`src/rtl/axis_fifo.sv`:
```
// AXI4-Stream FIFO with first-word fall-through output and full valid/ready backpressure.
// Define AXIS_FIFO_STATS_EN to add the beats_out / max_level statistics ports.
module axis_fifo #(
  parameter int unsigned WIDTH      = 8,
  parameter int unsigned DEPTH_LOG2 = 2
) (
  input  logic                  aclk,
  input  logic                  aresetn,
  input  logic                  s_tvalid,
  output logic                  s_tready,
  input  logic [WIDTH-1:0]      s_tdata,
  output logic                  m_tvalid,
  input  logic                  m_tready,
  output logic [WIDTH-1:0]      m_tdata,
  output logic [DEPTH_LOG2:0]   level
`ifdef AXIS_FIFO_STATS_EN
  ,
  output logic [31:0]           beats_out,
  output logic [DEPTH_LOG2:0]   max_level
`endif
);

  localparam int unsigned Depth = 1 << DEPTH_LOG2;
  localparam logic [DEPTH_LOG2:0] PtrOne = {{DEPTH_LOG2{1'b0}}, 1'b1};

  logic [WIDTH-1:0]    mem_q [Depth];
  logic [DEPTH_LOG2:0] wr_ptr_q, wr_ptr_d;
  logic [DEPTH_LOG2:0] rd_ptr_q, rd_ptr_d;
  logic                aresetn_q;
  logic                empty, full, push, pop;

  always_comb begin
    empty    = (wr_ptr_q == rd_ptr_q);
    full     = (wr_ptr_q[DEPTH_LOG2-1:0] == rd_ptr_q[DEPTH_LOG2-1:0]) &&
               (wr_ptr_q[DEPTH_LOG2] != rd_ptr_q[DEPTH_LOG2]);
    // Registered reset flag keeps s_tready low for the first cycle after release.
    s_tready = !full && aresetn_q;
    m_tvalid = !empty;
    push     = s_tvalid && s_tready;
    pop      = m_tvalid && m_tready;
    m_tdata  = mem_q[rd_ptr_q[DEPTH_LOG2-1:0]];
    level    = wr_ptr_q - rd_ptr_q;
    wr_ptr_d = push ? wr_ptr_q + PtrOne : wr_ptr_q;
    rd_ptr_d = pop  ? rd_ptr_q + PtrOne : rd_ptr_q;
  end

  always_ff @(posedge aclk) begin
    if (!aresetn) begin
      wr_ptr_q  <= '0;
      rd_ptr_q  <= '0;
      aresetn_q <= 1'b0;
    end else begin
      wr_ptr_q  <= wr_ptr_d;
      rd_ptr_q  <= rd_ptr_d;
      aresetn_q <= 1'b1;
    end
  end

  // Storage is deliberately left unreset; the pointers alone define validity.
  always_ff @(posedge aclk) begin
    if (push) begin
      mem_q[wr_ptr_q[DEPTH_LOG2-1:0]] <= s_tdata;
    end
  end

`ifdef AXIS_FIFO_STATS_EN
  logic [31:0]         beats_out_q;
  logic [DEPTH_LOG2:0] max_level_q;

  always_ff @(posedge aclk) begin
    if (!aresetn) begin
      beats_out_q <= '0;
      max_level_q <= '0;
    end else begin
      if (pop) begin
        beats_out_q <= beats_out_q + 32'd1;
      end
      if (level > max_level_q) begin
        max_level_q <= level;
      end
    end
  end

  assign beats_out = beats_out_q;
  assign max_level = max_level_q;
`else
  // Statistics counters are compiled out.
`endif

endmodule

```
`config.mk`:
```
export PLATFORM = sky130hd
export DESIGN_NAME = axis_fifo
export DESIGN_NICKNAME = d
export VERILOG_FILES = /design/src/rtl/axis_fifo.sv
export SDC_FILE = /design/constraint.sdc
export NUM_CORES = 1
export LEC_CHECK = 0
export CAP_MARGIN = 20
export CORE_MARGIN = 2
export CORE_UTILIZATION = 47
export CTS_CLUSTER_SIZE = 24
export DETAILED_ROUTE_END_ITERATION = 16
export PLACE_DENSITY = 0.71
export SKIP_CTS_REPAIR_TIMING = 1
export SLEW_MARGIN = 30
export SYNTH_ARGS = -nofsm -noshare
export SYNTH_HDL_FRONTEND = slang
export SYNTH_SLANG_ARGS = --single-unit
```
`constraint.sdc`:
```
create_clock -name aclk -period 1.9 [get_ports aclk]
set_input_delay 0.38 -clock aclk [delete_from_list [all_inputs] [get_ports aclk]]
set_output_delay 0.38 -clock aclk [all_outputs]
set_load 0.01 [all_outputs]
```
==> results.json <==
{
  "yosysTopAreaCellShare_pct": 56.51,
  "drive_above_1_share_pct": 38.67,
  "drc_errors": 0,
  "slowest_stage": "fa_2",
  "yosysMostFrequentCell": "edfxtp_1",
  "path_max_fanout": 2,
  "fin_crit_ns": 1.935,
  "synth_warnings": 0,
  "synth_area_leader_cell": "edfxtp_1",
  "r2r_cells": 6,
  "num_vias": 978,
  "path_common_cell": "inv_2",
  "max_freq_mhz": 516.7,
  "max-cap-violations": 0,
  "hold_viol_final": 0,
  "dp_worst_setup_slack_ns": -0.1575,
  "r2r-start": "wr_ptr_q[1]$_SDFFE_PN0P_",
  "hp-start": "wr_ptr_q[2]$_SDFFE_PN0P_",
  "rsz0062_at_grt": "yes",
  "gp_congestion": 0.7463,
  "reg2reg_to": "mem_q[2][1]$_DFFE_PP_",
  "path_cells": "inv_2 -> ha_4 -> fa_2 -> inv_2 -> buf_6",
  "crit_type": "flip-flop to output pin",
  "numClockSinks": 41,
  "viasPerCell": 4.990,
  "port_buffers": 24,
  "drt_iter0_drc": 31,
  "synth_area_sq_um": 1700,
  "io_pins": 25,
  "netlist-cell-type-count": 22,
  "status": "finished with violations",
  "dr.pass1.iters": 3,
  "finalMaxSlewViolations": 0,
  "antenna_found_initial": 0,
  "slew_headroom_pct": 76.02,
  "clk_latency_ns": 0.34,
  "timing.setup.tns_ns": -0.06372,
  "final_cell_count_no_fill": 196,
  "dp_hpwl_um": 2131,
  "die_w_um": 64.15,
  "p_per_area_nw_per_um2": 791.3,
  "clk_pin_slew_ns": 0.11,
  "antenna_cells": 0,
  "grt_overflow": 0,
  "syn_nets": 122,
  "startpoint_type": "flip-flop",
  "netlist_top_cells_count": "edfxtp_1 (32), nand2_1 (11), dfxtp_1 (9)",
  "cp.arrival_ns": 1.56,
  "hold_ws_ns": 0.5249,
  "clockRootBuffer": "clkbuf_4",
  "die_area_sq_um": 4115,
  "die_y_um": 64.15,
  "tritoncts": "done",
  "hold_depth": 2,
  "placed_cell_area_sq_um": 2178,
  "grt_pass1_vias": 1024,
  "synth_seq_cells": 41,
  "grt_max_degree": 13,
  "ant_nets": 0,
  "place_inst": 188,
  "grt_usage_pct": 16.01,
  "routed_wl_um": 2811,
  "syn_area_per_cell_sq_um": 16.67,
  "layout.nets": 169,
  "netlist_top_cells_area": "edfxtp_1 (57%), dfxtp_1 (11%), mux4_2 (11%)",
  "ctsLongestPathBuffers": 2,
  "fin_ws_ns": -0.03530,
  "async_flop_share_pct": 0,
  "reg2reg_slack_ns": 0.20,
  "slowest_delay_ns": 0.53,
  "hold_class": "flip-flop to flip-flop",
  "start_util_pct": 49.78,
  "core_sq_um": 3416,
  "num_rows": 21,
  "worstPathRequired_ns": 1.52,
  "cp-end-kind": "output pin",
  "cts_buffers": 5,
  "fin_area_sq_um": 2225,
  "grt_first_pass_wirelength_um": 4698,
  "finalPower_mw": 1.760,
  "startpoint": "wr_ptr_q[0]$_SDFFE_PN0P_",
  "wl_per_cell_um": 14.34,
  "cellLeakagePower_nw": 0.8724,
  "yosysSeqAreaShare_pct": 67.11,
  "fin_skew_ns": 0.01123,
  "h-tree-depth": 2,
  "synth_edf_count": 32,
  "period_share_pct": 101.9,
  "worstHoldEndpoint": "wr_ptr_q[2]$_SDFFE_PN0P_",
  "area_growth_pct": 30.83,
  "setup_viol": 2,
  "finish.utilization_pct": 65.13,
  "ir_drop_v": 0.0004099,
  "worstMarginPinSlew_ns": 0.3574,
  "synth_cells": 102,
  "ys.flop_type": "edfxtp_1",
  "violations": "setup timing"
}
[cell usage in the layout (no fill, tap or decap), types with 4 or more instances in the layout]
| cell type | Yosys | layout |
|---|---|---|
| buf_12 | 0 | 4 |
| mux4_2 | 8 | 8 |
| nand2_1 | 11 | 10 |
| clkdlybuf4s50_1 | 0 | 11 |
| edfxtp_1 | 32 | 32 |
| dfxtp_1 | 9 | 5 |
| clkbuf_2 | 0 | 8 |
| buf_4 | 0 | 14 |
| mux2i_1 | 6 | 6 |
| inv_1 | 8 | 5 |
| ha_1 | 7 | 5 |
| dfxtp_2 | 0 | 4 |
| clkbuf_4 | 0 | 5 |
[sequential cells by signal (all words and copies together) (netlist names), named ones only]
signal	flops
rd_ptr_q	3
aresetn_q	1
mem_q	32
wr_ptr_q	3
[critical path: cells and delay by family (launching register included)]
kind,cells,cell delay [ns]
buffers and inverters,3,0.20
adder cells (fa/ha/maj),2,0.68
flip-flops,1,0.35
[logic make-up (layout without fill, tap and decap cells)]
kind of cell | after synthesis | after routing | share of synthesized area [%]
AOI/OAI and AO/OA | 7 | 7 | 2.943
xor gates and xnor gates | 2 | 2 | 1.472
adders and majority gates | 8 | 8 | 6.328
buffers and inverters | 11 | 59 | 2.501
DFF | 41 | 41 | 67.11
muxes | 14 | 14 | 14.13
and+or+nand+nor | 19 | 19 | 5.519
[cell type report]
class	count	area [sq um]
clock inverters	2	10.01
multi-input cells	50	546.8
clock buffers	6	41.29
fillers	269	1191
flip-flops and latches	41	1146
inverters	8	30.03
well taps	46	57.56
repair buffers	43	392.9
[report_power, final]
part,switching [mW],internal (mW)
sequential,0.0144,0.995
combinational,0.152,0.207
clock,0.251,0.141
total,0.417,1.34
[metal layers]
metal	share of wire (%)	global-route usage, %
met5	0	0
met3	4.9	5.458
met2	56	28.78
met1	37	16.81
met4	1.9	7.181
[worst max path at each step]
stage	to	slack, ns	cells past startpoint
3_3_place_gp	level[2]	-0.12	5
3_5_place_dp	level[2]	-0.16	5
6_report	level[1]	-0.04	5
5_1_grt	level[2]	-0.11	5
4_1_cts	level[2]	-0.56	5
2_1_floorplan	mem_q[3][0]$_DFFE_PP_	0.16	3
No activity file was read; power rests on OpenSTA's default activity.
